<file path="src/rtl/memory_access_stage.sv">
// memory_access_stage: load/store stage between execute and writeback.
// Drives the data-memory bus, stalls upstream while an access is in flight,
// and registers the writeback fields.
// Build option: define MEM_MISALIGN_TRAP_EN to trap misaligned half/word
// accesses. When it is undefined, the offending low address bits are cleared.
//
// state     | meaning
// ----------+-----------------------------------------------------------
// ACCESS    | idle, or requesting the bus for the op held on the ex inputs
// WAIT_DATA | load granted, waiting for dmemRvalid
module memory_access_stage #(
  parameter int XLEN       = 32,
  parameter int REG_ADDR_W = 5
) (
  input  logic                  clk,
  input  logic                  rst,
  input  logic                  exValid,
  input  logic [XLEN-1:0]       exPc,
  input  logic [XLEN-1:0]       exAluResult,
  input  logic [XLEN-1:0]       exStoreData,
  input  logic [1:0]            exMemOp,
  input  logic [1:0]            exMemSize,
  input  logic                  exLoadUnsigned,
  input  logic [REG_ADDR_W-1:0] exRd,
  input  logic                  exRegWrite,
  output logic                  memStall,
  output logic                  dmemReq,
  output logic                  dmemWe,
  output logic [XLEN-1:0]       dmemAddr,
  output logic [XLEN-1:0]       dmemWdata,
  output logic [3:0]            dmemWstrb,
  input  logic                  dmemGnt,
  input  logic                  dmemRvalid,
  input  logic [XLEN-1:0]       dmemRdata,
  output logic                  wbValid,
  output logic [XLEN-1:0]       wbPc,
  output logic [REG_ADDR_W-1:0] wbRd,
  output logic                  wbRegWrite,
  output logic [XLEN-1:0]       wbData,
  output logic                  wbMisalign,
  output logic [XLEN-1:0]       wbBadAddr
);

  typedef enum logic {ACCESS, WAIT_DATA} state_t;

  state_t                state_q, state_d;
  logic                  wb_valid_q, wb_valid_d;
  logic [XLEN-1:0]       wb_pc_q, wb_pc_d;
  logic [REG_ADDR_W-1:0] wb_rd_q, wb_rd_d;
  logic                  wb_reg_write_q, wb_reg_write_d;
  logic [XLEN-1:0]       wb_data_q, wb_data_d;
  logic                  wb_misalign_q, wb_misalign_d;
  logic [XLEN-1:0]       wb_bad_addr_q, wb_bad_addr_d;

  logic            is_load, is_store, is_mem, is_half, is_word;
  logic            misaligned, trap;
  logic [1:0]      lo;
  logic            complete;
  logic [7:0]      ld_byte;
  logic [15:0]     ld_half;
  logic [XLEN-1:0] ld_data;

  // Decode the op, resolve the effective lane offset and extract load data.
  always_comb begin
    is_load    = exValid && (exMemOp == 2'd1);
    is_store   = exValid && (exMemOp == 2'd2);
    is_mem     = is_load || is_store;
    is_half    = (exMemSize == 2'd1);
    is_word    = (exMemSize[1] == 1'b1);
    misaligned = (is_half && exAluResult[0]) || (is_word && (exAluResult[1:0] != 2'b00));
`ifdef MEM_MISALIGN_TRAP_EN
    trap = is_mem && misaligned;
    lo   = exAluResult[1:0];
`else
    trap = 1'b0;
    lo   = is_word ? 2'b00 : (is_half ? {exAluResult[1], 1'b0} : exAluResult[1:0]);
`endif
    ld_byte = dmemRdata[{lo, 3'b000} +: 8];
    ld_half = lo[1] ? dmemRdata[31:16] : dmemRdata[15:0];
    if (is_word)
      ld_data = dmemRdata;
    else if (is_half)
      ld_data = {{16{ld_half[15] & ~exLoadUnsigned}}, ld_half};
    else
      ld_data = {{24{ld_byte[7] & ~exLoadUnsigned}}, ld_byte};
  end

  // Next state, bus outputs, stall and writeback next values.
  always_comb begin
    state_d   = state_q;
    dmemReq   = 1'b0;
    dmemWe    = 1'b0;
    dmemAddr  = '0;
    dmemWdata = '0;
    dmemWstrb = 4'b0000;
    complete  = 1'b0;

    case (state_q)
      ACCESS: begin
        if (trap) begin
          complete = 1'b1;
        end else if (is_mem) begin
          dmemReq  = 1'b1;
          dmemWe   = is_store;
          dmemAddr = {exAluResult[XLEN-1:2], 2'b00};
          if (is_store) begin
            if (is_word) begin
              dmemWdata = exStoreData;
              dmemWstrb = 4'b1111;
            end else if (is_half) begin
              dmemWdata = {2{exStoreData[15:0]}};
              dmemWstrb = lo[1] ? 4'b1100 : 4'b0011;
            end else begin
              dmemWdata = {4{exStoreData[7:0]}};
              dmemWstrb = 4'b0001 << lo;
            end
          end
          if (dmemGnt) begin
            if (is_store) complete = 1'b1;
            else          state_d  = WAIT_DATA;
          end
        end
      end
      WAIT_DATA: begin
        if (dmemRvalid) begin
          complete = 1'b1;
          state_d  = ACCESS;
        end
      end
      default: state_d = ACCESS;
    endcase

    memStall = is_mem && !complete;

    wb_valid_d     = 1'b0;
    wb_pc_d        = wb_pc_q;
    wb_rd_d        = wb_rd_q;
    wb_reg_write_d = wb_reg_write_q;
    wb_data_d      = wb_data_q;
    wb_misalign_d  = wb_misalign_q;
    wb_bad_addr_d  = wb_bad_addr_q;
    if (!memStall) begin
      wb_valid_d     = exValid;
      wb_pc_d        = exPc;
      wb_rd_d        = exRd;
      wb_reg_write_d = exRegWrite && !is_store && !trap;
      wb_data_d      = (is_load && !trap) ? ld_data : exAluResult;
      wb_misalign_d  = trap;
      wb_bad_addr_d  = trap ? exAluResult : '0;
    end
  end

  // State and writeback register.
  always_ff @(posedge clk) begin
    if (rst) begin
      state_q        <= ACCESS;
      wb_valid_q     <= 1'b0;
      wb_pc_q        <= '0;
      wb_rd_q        <= '0;
      wb_reg_write_q <= 1'b0;
      wb_data_q      <= '0;
      wb_misalign_q  <= 1'b0;
      wb_bad_addr_q  <= '0;
    end else begin
      state_q        <= state_d;
      wb_valid_q     <= wb_valid_d;
      wb_pc_q        <= wb_pc_d;
      wb_rd_q        <= wb_rd_d;
      wb_reg_write_q <= wb_reg_write_d;
      wb_data_q      <= wb_data_d;
      wb_misalign_q  <= wb_misalign_d;
      wb_bad_addr_q  <= wb_bad_addr_d;
    end
  end

  assign wbValid    = wb_valid_q;
  assign wbPc       = wb_pc_q;
  assign wbRd       = wb_rd_q;
  assign wbRegWrite = wb_reg_write_q;
  assign wbData     = wb_data_q;
  assign wbMisalign = wb_misalign_q;
  assign wbBadAddr  = wb_bad_addr_q;

endmodule

</file>
<file path="config.mk">
export PLATFORM = sky130hd
export DESIGN_NAME = memory_access_stage
export DESIGN_NICKNAME = d
export VERILOG_FILES = /design/src/rtl/memory_access_stage.sv
export SDC_FILE = /design/constraint.sdc
export NUM_CORES = 1
export LEC_CHECK = 0
export BUFFER_PORTS_ARGS = -buffer_cell sky130_fd_sc_hd__buf_2
export CORE_AREA = 2 2 124 126
export DETAILED_ROUTE_END_ITERATION = 12
export DIE_AREA = 0 0 126 128
export GPL_ROUTABILITY_DRIVEN = 0
export GPL_TIMING_DRIVEN = 0
export PLACE_DENSITY = 0.63
export SLEW_MARGIN = 20
export SYNTH_ARGS = -nofsm -noshare
export SYNTH_HDL_FRONTEND = slang
export SYNTH_SLANG_ARGS = --single-unit
</file>
<file path="constraint.sdc">
create_clock -name clk -period 1.6 [get_ports clk]
set_clock_uncertainty 0.2 [all_clocks]
set_input_delay 0.16 -clock clk [delete_from_list [all_inputs] [get_ports clk]]
set_output_delay 0.16 -clock clk [all_outputs]
set_load 0.01 [all_outputs]
</file>
# --- After elaboration in Yosys (flattened, before gate mapping) ---
# Index checks and enable logic that the tools add are counted.
word_totals:
  reg_bits: 72
  latchBits: 0
  ram_bits: 0
  mem_bits_ro: 0
  output_inout_bits: 175
  elab_cells: 56
  mem_count: 0
op_classes:
  n_addsub: 0
  n_mul: 0
  div: 0
  magnitude_cmp: 0
  n_eq_ne: 3
  shift: 2
  muxes: 33
  bitwise: 4
  n_reduce_logical: 8
op_table:
  columns: ["cell", "n"]
  rows:
  - ["$mux 32", 10]
  - ["$shiftx 32x6->8", 1]
  - ["$mux 4", 6]
  - ["$mux 16", 1]
  - ["$mux 1", 13]
  - ["$eq 2x1->1 const B", 2]
  - ["$logic_and 1x1->1", 4]
  - ["$pmux 1 s2", 2]
  - ["$shl 1x2->4 const A", 1]
  - ["$and 1x1->1", 2]
  - ["$eq 2x2->1 const B", 1]
  - ["$logic_not 1->1", 2]
  - ["$mux 2", 1]
  - ["$not 1->1", 2]
  - ["$reduce_or 2->1", 1]
  - ["$logic_or 1x1->1", 1]

# --- Logic depth before layout (Yosys ltp) ---
# Gate-level depths: netlist (run 1).
depth:
  depth_word: 9
  ltp_mapped: 8
  depth_no_buf: 5

# --- Least setup slack after synthesis (run 1) ---
# No wires, ideal clock.
synth_path:
  path_kind: "input-to-output"
  from: "input port exMemOp[0]"
  to: "output port dmemWdata[15]"
  t_arrival_ps: 1368
  required_time_ps: 1240
  setup_slack_ps: -128
  path_stages: 6
  path_buffers: 3
  cell_sequence: "buf_2 nand3b_1 or2_2 buf_2 buf_1 a21oi_1"
synth_between:
  elab_chain_len: 5
  elab_cells_between_ends: 8
  classes_between: "eq/ne: 2; mux: 3; reduce/logical: 3"
synth_rtl:
  columns: ["element", "line", "source"]
  rows:
  - ["start, declared", "21", "input logic [1:0] exMemOp,"]
  - ["$eq 2x2->1 or $eq 2x1->1 (tied branches)", "66, 65", null]
  - ["$logic_and 1x1->1 (on tied branches)", "66, 65", null]
  - ["$mux 32 or $logic_or 1x1->1 (tied branches)", "106, 67", null]
  - ["$mux 32 *", "102", "end else if (is_mem) begin"]
  - ["$mux 32 *", "98", "case (state_q)"]
  - ["end, declared", "30", "output logic [XLEN-1:0] dmemWdata,"]
# Every way passes the cells marked *; elsewhere a longest branch is shown, timed or not.

# --- Worst setup path in the final report (run 1) ---
layout_path:
  from: "input port exMemOp[1]"
  to: "output port dmemWdata[8]"
# Same word-level chain as after synthesis.

==> impl_metrics.env, run 1 <==
export IMPL_vias=6627
export IMPL_power_uw=6414
export IMPL_syn_cell_area_mm2=0.004604
export IMPL_pre_cts_ws_ns=-0.8500
export IMPL_clockBufferDepth=2
export IMPL_fin_ws_ns=-0.2951
export IMPL_clock_latency_ns=0.34
export IMPL_syn2layout_area_growth_pct=114.7
export IMPL_die_h_um=128
export IMPL_clock_root_buffer="clkbuf_16"
export IMPL_ios=319
export IMPL_numPortBuffers=280
export IMPL_met2_length_mm=12.66
export IMPL_cts_buffers=9
export IMPL_grtUsageTotal_pct=26.73
export IMPL_synth_area_top_cells="dfxtp_1, a21oi_1, nand3_1, o21ai_0, buf_4"
export IMPL_startpoint_type="input pin"
export IMPL_initial_core_util_pct=30.98
export IMPL_grt_pass1_vias=6151
export IMPL_drc_errors=0
export IMPL_synth_cell_type_count=44
export IMPL_fillers=1191
export IMPL_cts_tree="done"
export IMPL_yosysSeqAreaShare_pct=31.30
export IMPL_grt_max_degree=16
export IMPL_cp_arrival_ns=1.54
export IMPL_syn_inst=601
export IMPL_synth_warnings=0
export IMPL_drv_cap=0
export IMPL_cts_sinks=72
export IMPL_drt_wl_total_mm=24.78
export IMPL_critPathKind="input pin to output port"
export IMPL_status="complete, but fails checks"
export IMPL_overflow=0
export IMPL_hp_class="input pin to flop"
export IMPL_crit_slowest_cell="or2_4"
export IMPL_cts_clk_slew_worst_paths_ns=0.06
export IMPL_max_vdd_ir_drop_v=0.0004603
export IMPL_die_area_mm2=0.01613
export IMPL_yosysTopAreaCellShare_pct=31.30
export IMPL_tightestPinTransition_ns=0.8799
export IMPL_drtIter0Drc=388
export IMPL_routedWlPerCell_um=19.87
export IMPL_placedCellCount=1103
export IMPL_slew_headroom_pct=41.34
export IMPL_wl_met3_mm=1.662
export IMPL_setup_viol=138
export IMPL_path_cells="buf_2, nand3b_1, or2_4, buf_12, buf_12, a21oi_2, buf_2"
export IMPL_min_period_over_period_pct=118.4
export IMPL_firstDrtPassIters=5
export IMPL_htreeDepth=3
export IMPL_max_stage_delay_ns=0.36
export IMPL_finalSetupTns_ns=-23.73
export IMPL_power_density_mw_per_mm2=648.9
export IMPL_endpoint_kind="output port"
export IMPL_dieWidth_um=126
export IMPL_antenna_found_initial=0
export IMPL_wl_met1_mm=9.502
export IMPL_min_period_ns=1.895
export IMPL_routed_top_layer="met4"
export IMPL_crit_buf_inv=4
export IMPL_fmax_mhz=527.7
export IMPL_synth_avg_cell_area_um2=7.661
export IMPL_vias_per_cell=5.314
export IMPL_synth_seq_cells=72
export IMPL_grt_pass1_wl_mm=33.81
export IMPL_rsz0062_at_grt="true"
export IMPL_cellLeakagePower_uw=0.004449
export IMPL_synth_largest_area_cell="dfxtp_1"
export IMPL_drive_gt1_share_pct=61.57
export IMPL_final_max_slew_viol_count=0
export IMPL_crit_fanout=8
export IMPL_postRouteAntennaNets=0
export IMPL_cp_data_required_time_ns=1.24
export IMPL_core_area_mm2=0.01486
export IMPL_hpwlAfterDp_mm=15.69
export IMPL_num_rows=45
export IMPL_hold_viol_final=0
export IMPL_failed_checks="negative setup slack"
export IMPL_cp_top_family="buffers and inverters"
export IMPL_final_cells=1247
export IMPL_antenna_cells=0
export IMPL_nNetsFinal=1198
## metrics by stage
step                utilization [%]  hold WS [ns]  area, um^2
CTS                           59.41      0.002691        8831
floorplan                         -        0.1047        4997
global route                  66.50       0.01538        9884
global placement              44.63        0.2098        6634
finish                        66.50      0.007321        9884
detailed placement            44.63        0.2141        6634
## state kept, by name (all words and copies together), names as in the netlist
signal,cells
wbPc,32
wbRd,5
wbRegWrite,1
state_q,1
wbValid,1
wbData,32
## per-layer routing
layer  track usage (%)  vias up
li1                  -     3033
met1             31.83     3160
met2             48.23      353
met3             5.050       81
met4             9.114        0
met5                 0        -
## logic make-up (layout without fill, tap and decap cells)
family | Yosys count | count (layout) | synth area share (%)
AO/OA/AOI/OAI | 199 | 199 | 27.69
multiplexers | 29 | 29 | 6.848
buffers and inverters | 109 | 533 | 12.64
other | 1 | 35 | 0.08144
flip-flops | 72 | 72 | 31.30
AND/OR/NAND/NOR | 191 | 191 | 21.44
## layout by cell type (no fill, tap or decap), types with 5 or more instances in the layout
cell	instances
a22oi_2	17
buf_4	60
a21oi_4	5
buf_8	11
nand2_1	16
o311a_1	7
o31ai_4	6
clkbuf_1	9
inv_6	5
o2111a_1	8
mux2i_1	10
o21ai_2	9
nor2_4	18
nand3_4	8
buf_6	85
nor3b_1	6
nor2_1	20
dfxtp_1	71
and2_4	34
dlygate4sd3_1	74
nand3_2	32
a21oi_2	46
conb_1	35
and2_1	5
clkbuf_4	10
buf_12	5
buf_2	231
inv_1	12
o21ai_0	21
o21ai_1	28
a21oi_1	21
mux2_2	9
nand2b_1	9
mux2i_2	7
clkbuf_16	16
a311o_1	9
a22oi_1	7
nand3_1	30
## timing repair
| action | CTS | global route |
|---|---|---|
| cloned | 10 | 4 |
| buffers inserted | 31 | 16 |
| hold endpoints to repair | 58 | 0 |
| hold buffers | 74 | 0 |
| resized for setup | 220 | 207 |
| pin swaps | 58 | 87 |
| setup endpoints to repair | 140 | 140 |
## Yosys cell counts, drive strengths merged
library cell   n
a211o          1
a211oi         1
a21o           1
a21oi         72
a221oi         8
a22oi         24
a311o          9
a32o           1
and2          39
and3           1
and3b          1
buf           64
clkbuf        30
clkinv         1
conb           1
dfxtp         72
inv           14
mux2          10
mux2i         18
mux4           1
nand2         18
nand2b        10
nand3         70
nand3b         2
nand4b         1
nor2          39
nor3           1
nor3b          7
o2111a         8
o211a          1
o211ai         1
o21ai         58
o311a          7
o31ai          7
or2            2
## worst min-delay path: stages
cell and delay (ns):
buf_2 0.10, a22oi_1 0.10, a21oi_1 0.15
## worst paths after layout
kind / start / end / slack [ns] / cells past startpoint
max reg2reg: state_q$_SDFF_PP0_ / wbPc[31]$_SDFFE_PP0N_ / -0.19 / 8
min reg2reg: wbPc[30]$_SDFFE_PP0N_ / wbPc[30]$_SDFFE_PP0N_ / 0.27 / 2
max: exMemOp[1] / dmemWdata[8] / -0.30 / 7
min: exAluResult[3] / wbData[3]$_SDFFE_PP0N_ / 0.007 / 3
## layout make-up
type | count | area, um^2 | share of cell area, %
tap | 188 | 235.2 | 2.380
sequential | 72 | 1445 | 14.62
inverter | 15 | 65.06 | 0.6582
timing repair buffer | 412 | 3204 | 32.42
clock inverter | 7 | 83.83 | 0.8481
buffer | 89 | 793.3 | 8.025
multi-input combinational | 454 | 3825 | 38.70
timing repair inverter | 1 | 7.507 | 0.07595
clock buffer | 9 | 225.2 | 2.278
## power breakdown
group          total, uW  internal (uW)  switching [uW]
sequential          2010           1920            90.2
clock               2130           1240             892
combinational       2270           1120            1150
No activity file was read; power rests on OpenSTA's default activity.
==> run 2, diff against run 1 <==
--- a/config.mk
+++ b/config.mk
@@ -5,13 +5,15 @@
 export SDC_FILE = /design/constraint.sdc
 export NUM_CORES = 1
 export LEC_CHECK = 0
+export ABC_AREA = 1
 export BUFFER_PORTS_ARGS = -buffer_cell sky130_fd_sc_hd__buf_2
-export CORE_AREA = 2 2 124 126
+export CAP_MARGIN = 20
+export CORE_AREA = 2 2 125 127
 export DETAILED_ROUTE_END_ITERATION = 12
-export DIE_AREA = 0 0 126 128
+export DIE_AREA = 0 0 127 129
 export GPL_ROUTABILITY_DRIVEN = 0
 export GPL_TIMING_DRIVEN = 0
-export PLACE_DENSITY = 0.63
+export PLACE_DENSITY = 0.58
 export SLEW_MARGIN = 20
 export SYNTH_ARGS = -nofsm -noshare
 export SYNTH_HDL_FRONTEND = slang
==> constraint.sdc (replaced) <==
create_clock -name clk -period 2.42 [get_ports clk]
set_clock_uncertainty 0.2 [all_clocks]
set_input_delay 0.242 -clock clk [delete_from_list [all_inputs] [get_ports clk]]
set_output_delay 0.242 -clock clk [all_outputs]
set_load 0.01 [all_outputs]
==> run 2 against run 1 <==
Effect of this change: the flow now finishes without violations; critical path type unchanged; critical path depth stayed put; sequential share of layout area up 6.2 points; hold slack worse by 0.0021 ns; clock power fell by 39%; synthesized cell count increased by 15%; via count down 14%; count of clock-buffer cells in the layout grew 1; sequential cell count is the same; power is 43% lower; largest power group is now sequential cells; largest cell class is now multi-input combinational cells.
==> impl_metrics.env, run 2 <==
export IMPL_status="finished clean"
export IMPL_syn_cell_area_mm2=0.004409
export IMPL_rsz0062_at_grt="false"
export IMPL_placedCellCount=1195
export IMPL_clockBufferDepth=2
export IMPL_power_density_mw_per_mm2=526.1
export IMPL_synth_warnings=0
export IMPL_synth_seq_cells=72
export IMPL_cellLeakagePower_uw=0.003829
export IMPL_drc_errors=0
export IMPL_hp_class="input pin to flop"
export IMPL_hp_start="exAluResult[4]"
export IMPL_cts_buffers=9
export IMPL_final_common_cell="buf_2"
export IMPL_synth_edf_count=0
export IMPL_nNetsFinal=1206
export IMPL_cts_resized=0
export IMPL_postRouteAntennaNets=0
export IMPL_reg2reg_to="wbValid$_SDFF_PP0_"
export IMPL_drtIter0Drc=396
export IMPL_internal_power_uw=2450
export IMPL_max_vdd_ir_drop_v=0.0004015
export IMPL_yosysTopAreaCellShare_pct=32.69
export IMPL_dieWidth_um=127
export IMPL_fillers=1638
export IMPL_yosysMostFrequentCell="nor2_1"
export IMPL_synthArstFlopShare_pct=0
export IMPL_firstDrtPassIters=5
export IMPL_synth_largest_area_cell="dfxtp_1"
export IMPL_cp_data_required_time_ns=1.98
export IMPL_synth_common_cells="nor2_1, dfxtp_1, a21oi_1"
export IMPL_vias_per_cell=4.544
export IMPL_critPathKind="input pin to output port"
export IMPL_hold_path_endpoint="wbData[4]$_SDFFE_PP0N_"
export IMPL_overflow=0
export IMPL_p_comb_share_pct=27.6
export IMPL_clock_root_buffer="clkbuf_16"
export IMPL_layout_common_cells="buf_2, nor2_1, dfxtp_1, a21oi_1, o21ai_0"
export IMPL_num_rows=45
export IMPL_p_seq_share_pct=36.7
export IMPL_drt_wl_total_mm=18.89
export IMPL_synth_area_top_cells="dfxtp_1, nor2_1, a21oi_1, o21ai_0, buf_4"
export IMPL_initial_core_util_pct=29.44
export IMPL_holdPathStages=3
export IMPL_htreeDepth=3
export IMPL_drv_cap=0
export IMPL_grtUsageTotal_pct=21.83
export IMPL_slew_headroom_pct=60.10
export IMPL_min_period_over_period_pct=92.33
export IMPL_tightestPinTransition_ns=0.5985
export IMPL_final_max_slew_viol_count=0
export IMPL_syn_inst=691
export IMPL_core_area_mm2=0.01498
export IMPL_routedWlPerCell_um=15.02
export IMPL_grt_pass1_vias=5153
export IMPL_cp_arrival_ns=1.79
export IMPL_die_area_mm2=0.01638
export IMPL_numPortBuffers=282
export IMPL_multi_input_area_mm2=0.002399
export IMPL_p_sw_share_pct=32.72
export IMPL_cts_sinks=72
export IMPL_timing_hold_ws_ns=0.005187
export IMPL_antenna_found_initial=3
export IMPL_crit_fanout=10
export IMPL_synth_avg_cell_area_um2=6.381
export IMPL_grt_pass1_wl_mm=27.81
export IMPL_clock_latency_ns=0.33
export IMPL_synth_cell_type_count=26
export IMPL_drive_gt1_share_pct=37.11
export IMPL_syn2layout_area_growth_pct=56.98
export IMPL_hpwlAfterDp_mm=14.92
export IMPL_placed_area_mm2=0.006183
export IMPL_min_period_ns=2.234
export IMPL_cts_tree="done"
export IMPL_vias=5716
export IMPL_p_sw_uw=1192
export IMPL_finalSetupTns_ns=0
export IMPL_die_h_um=129
export IMPL_startpoint_type="input pin"
export IMPL_setup_viol=0
export IMPL_grt_max_degree=15
export IMPL_cts_clk_slew_worst_paths_ns=0.07
export IMPL_rr_worst_depth=7
export IMPL_hold_viol_final=0
export IMPL_final_cells=1258
export IMPL_yosysSeqAreaShare_pct=32.69
export IMPL_r2r_slack_ns=0.33
export IMPL_clkPwrFrac_pct=35.6
export IMPL_r2r_start="state_q$_SDFF_PP0_"
export IMPL_ys_flop_type="dfxtp_1"
export IMPL_endpoint_kind="output port"
export IMPL_fmax_mhz=447.6
export IMPL_design_area_mm2=0.006922
export IMPL_ios=319
export IMPL_ff_latch_area_mm2=0.001441
run 2: changes by cell type after synthesis, moves of 14 or more:
cell	delta
a22oi_1	-23
nor2_1	+164
buf_2	-14
o21ai_1	+21
mux2i_1	-18
inv_1	+37
nand2_1	+33
nand3_1	-59
and2_1	-39
nand2_2	+22
o22ai_1	+14
run 2: how the worst max path moves through the flow:
stage,start,end,slack [ns],depth (start not counted)
finish,dmemGnt,memStall,0.19,7
global route,state_q$_SDFF_PP0_,dmemWstrb[2],0.02,6
CTS,state_q$_SDFF_PP0_,dmemWstrb[2],0.12,6
detailed placement,exMemOp[0],dmemWstrb[2],0.24,9
global placement,exMemOp[0],dmemWstrb[2],0.24,9
floorplan,exValid,dmemWstrb[0],0.73,8
run 2: timing repair:
item / in CTS / in global routing
buffers inserted: 0 / 0
endpoints found under the hold margin: 41 / 0
setup endpoints to repair: 0 / 0
hold buffers: 44 / 0
run 2: cell families (layout without fill, tap and decap cells):
kind of cell / count (synthesis) / after routing / share of synthesized area, %
simple gates: 299 / 299 / 28.60
flops: 72 / 72 / 32.69
buf+inv: 135 / 477 / 15.81
compound gates: 184 / 184 / 22.81
other cells: 1 / 38 / 0.08505
run 2: per-layer routing:
| metal | vias to the layer above | GRT usage, % | part of all wire [%] |
|---|---|---|---|
| met5 | - | 0 | 0 |
| met4 | 0 | 5.301 | 1.5 |
| met3 | 18 | 5.696 | 7.3 |
| met2 | 231 | 36.27 | 48 |
| met1 | 2563 | 28.45 | 44 |
| li1 | 2904 | - | - |
run 2: area by class of cell:
class                      count  share of cell area, %
inverter                      55                  3.181
antenna                        3                 0.1085
tap                          188                  3.398
clock inverter                 6                 0.7411
multi-input combinational    518                  34.65
timing repair buffer         326                  26.75
buffer                        80                  6.887
clock buffer                  10                  3.453
sequential                    72                  20.82
run 2: metrics by stage:
stage	utilization (%)	setup WS, ns	power (uW)
final	46.22	0.1857	3642
after CTS	46.17	0.1208	3668
after global placement	41.29	0.2386	2301
after floorplan	-	0.7304	1894
after detailed placement	41.29	0.2403	2304
after global routing	46.20	0.02367	3840
run 2: critical path, cell delays in order:
cell and delay (ns):
dlygate4sd3_1 0.54, buf_2 0.13, nand2_1 0.07, nand3_2 0.15, inv_2 0.22, buf_2 0.26
buf_2 0.17
run 2: power by group through the flow:
stage / clock network (uW) / registers [uW] / logic [uW]
global route: 1380 / 1350 / 1110
global placement: 0 / 1360 / 945
CTS: 1330 / 1340 / 1000
detailed placement: 0 / 1360 / 945
finish: 1300 / 1340 / 1010
floorplan: 0 / 1410 / 484
==> run 3, diff against run 2 <==
--- a/config.mk
+++ b/config.mk
@@ -8,12 +8,12 @@
 export ABC_AREA = 1
 export BUFFER_PORTS_ARGS = -buffer_cell sky130_fd_sc_hd__buf_2
 export CAP_MARGIN = 20
-export CORE_AREA = 2 2 125 127
+export CORE_AREA = 2 2 124 126
 export DETAILED_ROUTE_END_ITERATION = 12
-export DIE_AREA = 0 0 127 129
+export DIE_AREA = 0 0 126 128
 export GPL_ROUTABILITY_DRIVEN = 0
 export GPL_TIMING_DRIVEN = 0
-export PLACE_DENSITY = 0.58
+export PLACE_DENSITY = 0.59
 export SLEW_MARGIN = 20
 export SYNTH_ARGS = -nofsm -noshare
 export SYNTH_HDL_FRONTEND = slang
==> run 3 against run 2 <==
Effect of this change: largest power group is now the clock network; wire length decreased by 1.3%; sequential cell count did not move; die area fell by 1.6%; final cell count stayed put.
==> impl_metrics.env, run 3 (same netlist as run 2, synthesis figures left out) <==
export IMPL_final_max_slew_viol_count=0
export IMPL_final_common_cell="buf_2"
export IMPL_drv_cap=0
export IMPL_firstDrtPassIters=5
export IMPL_layout_common_cells="buf_2, nor2_1, dfxtp_1, a21oi_1, o21ai_0"
export IMPL_p_comb_share_pct=25.9
export IMPL_cp_top_family="buffers and inverters"
export IMPL_vias=5739
export IMPL_crit_slowest_cell="dlygate4sd3_1"
export IMPL_clkPwrFrac_pct=39.7
export IMPL_ff_latch_area_mm2=0.001441
export IMPL_min_period_ns=2.242
export IMPL_clock_root_buffer="clkbuf_16"
export IMPL_num_rows=45
export IMPL_die_h_um=128
export IMPL_cts_setup_buffers=0
export IMPL_rsz0062_at_grt="false"
export IMPL_core_area_mm2=0.01486
export IMPL_crit_buf_inv=5
export IMPL_multi_input_area_mm2=0.002399
export IMPL_syn2layout_area_growth_pct=58.40
export IMPL_critPathKind="input pin to output port"
export IMPL_placed_area_mm2=0.006183
export IMPL_power_density_mw_per_mm2=556.3
export IMPL_max_vdd_ir_drop_v=0.0004120
export IMPL_slew_headroom_pct=61.23
export IMPL_cts_tree="done"
export IMPL_grt_pass1_wl_mm=27.88
export IMPL_ios=319
export IMPL_clockBufferDepth=2
export IMPL_drive_gt1_share_pct=37.08
export IMPL_drtIter0Drc=372
export IMPL_endpoint_kind="output port"
export IMPL_initial_core_util_pct=29.66
export IMPL_min_period_over_period_pct=92.65
export IMPL_vias_per_cell=4.562
export IMPL_drt_wl_total_mm=18.64
export IMPL_nNetsFinal=1207
export IMPL_grt_max_degree=14
export IMPL_hold_viol_final=0
export IMPL_holdPathStages=3
export IMPL_cts_buffers=9
export IMPL_p_sw_share_pct=29.86
export IMPL_cts_clk_slew_worst_paths_ns=0.06
export IMPL_setup_viol=0
export IMPL_max_stage_delay_ns=0.55
export IMPL_fillers=1598
export IMPL_cellLeakagePower_uw=0.003859
export IMPL_cp_data_required_time_ns=1.98
export IMPL_tightestPinTransition_ns=0.5816
export IMPL_drc_errors=0
export IMPL_finalSetupTns_ns=0
export IMPL_internal_power_uw=2725
export IMPL_antenna_found_initial=2
export IMPL_postRouteAntennaNets=0
export IMPL_die_area_mm2=0.01613
export IMPL_cts_sinks=72
export IMPL_finish_utilization_pct=46.99
export IMPL_path_cells="dlygate4sd3_1, buf_2, nand2_1, nand3_2, inv_2, buf_2, buf_2"
export IMPL_grtUsageTotal_pct=21.77
export IMPL_p_sw_uw=1160
export IMPL_cp_num_cells=7
export IMPL_fmax_mhz=446.0
export IMPL_clock_latency_ns=0.33
export IMPL_dieWidth_um=126
export IMPL_routedWlPerCell_um=14.82
export IMPL_htreeDepth=3
export IMPL_grt_pass1_vias=5188
export IMPL_hp_class="input pin to flop"
export IMPL_hpwlAfterDp_mm=14.71
export IMPL_rr_worst_depth=7
export IMPL_overflow=0
export IMPL_design_area_mm2=0.006984
export IMPL_startpoint_type="input pin"
export IMPL_status="finished clean"
export IMPL_critPathMostFrequentCell="buf_2"
export IMPL_p_seq_share_pct=34.4
export IMPL_cp_arrival_ns=1.80
export IMPL_numPortBuffers=282
export IMPL_crit_fanout=10
run 3: metrics by stage:
| step | total power, uW | instances | setup slack, ns | hold WS, ns |
|---|---|---|---|---|
| after floorplan | 1894 | 725 | 0.7304 | 0.1188 |
| final | 3885 | 1258 | 0.1778 | 0.01050 |
| after global placement | 2299 | 1195 | 0.2161 | 0.2225 |
| after global routing | 4077 | 1257 | 0.03831 | 0.01743 |
| after detailed placement | 2303 | 1195 | 0.2039 | 0.2288 |
| after CTS | 3906 | 1256 | 0.1470 | 0.006187 |
run 3: worst reg2reg max path, stage by stage (launching register included):
cell	delay, ns
dfxtp_1	0.35
nor2_1	0.09
nand2_1	0.08
nand3_2	0.16
inv_2	0.23
buf_2	0.25
nor3_1	0.06
dlygate4sd3_1	0.54
run 3: path summary, 6_finish.rpt:
kind	startpoint	end	slack [ns]
worst max-delay path	dmemGnt	memStall	0.18
worst min-delay path	exAluResult[2]	wbData[2]$_SDFFE_PP0N_	0.01
worst max register to register	state_q$_SDFF_PP0_	wbValid$_SDFF_PP0_	0.35
worst min register to register	wbPc[29]$_SDFFE_PP0N_	wbPc[29]$_SDFFE_PP0N_	0.30
run 3: per-layer routing:
metal,GRT usage (%),routed length [um]
met3,4.841,1530
met5,0,0
met1,28.78,8004
met2,35.20,8701
met4,7.369,404
run 3: power by group through the flow:
stage	Clock [uW]	Sequential (uW)	Combinational, uW
after floorplan	0	1410	484
after global placement	0	1360	941
after detailed placement	0	1360	944
after CTS	1570	1340	1000
after global routing	1620	1350	1110
final	1540	1340	1010
run 3: final cells by class:
type	count	share of cell area, %
multi-input cells	518	34.34
plain buffers	80	6.826
inverters	55	3.153
clock inverters	7	1.720
repair buffers	327	26.66
flip-flops and latches	72	20.64
well taps	188	3.368
diodes	2	0.07166
clock buffers	9	3.225
run 3: what timing repair did:
action,CTS,global route
hold endpoints to repair,42,0
gates resized for setup,0,0
hold buffers,45,0
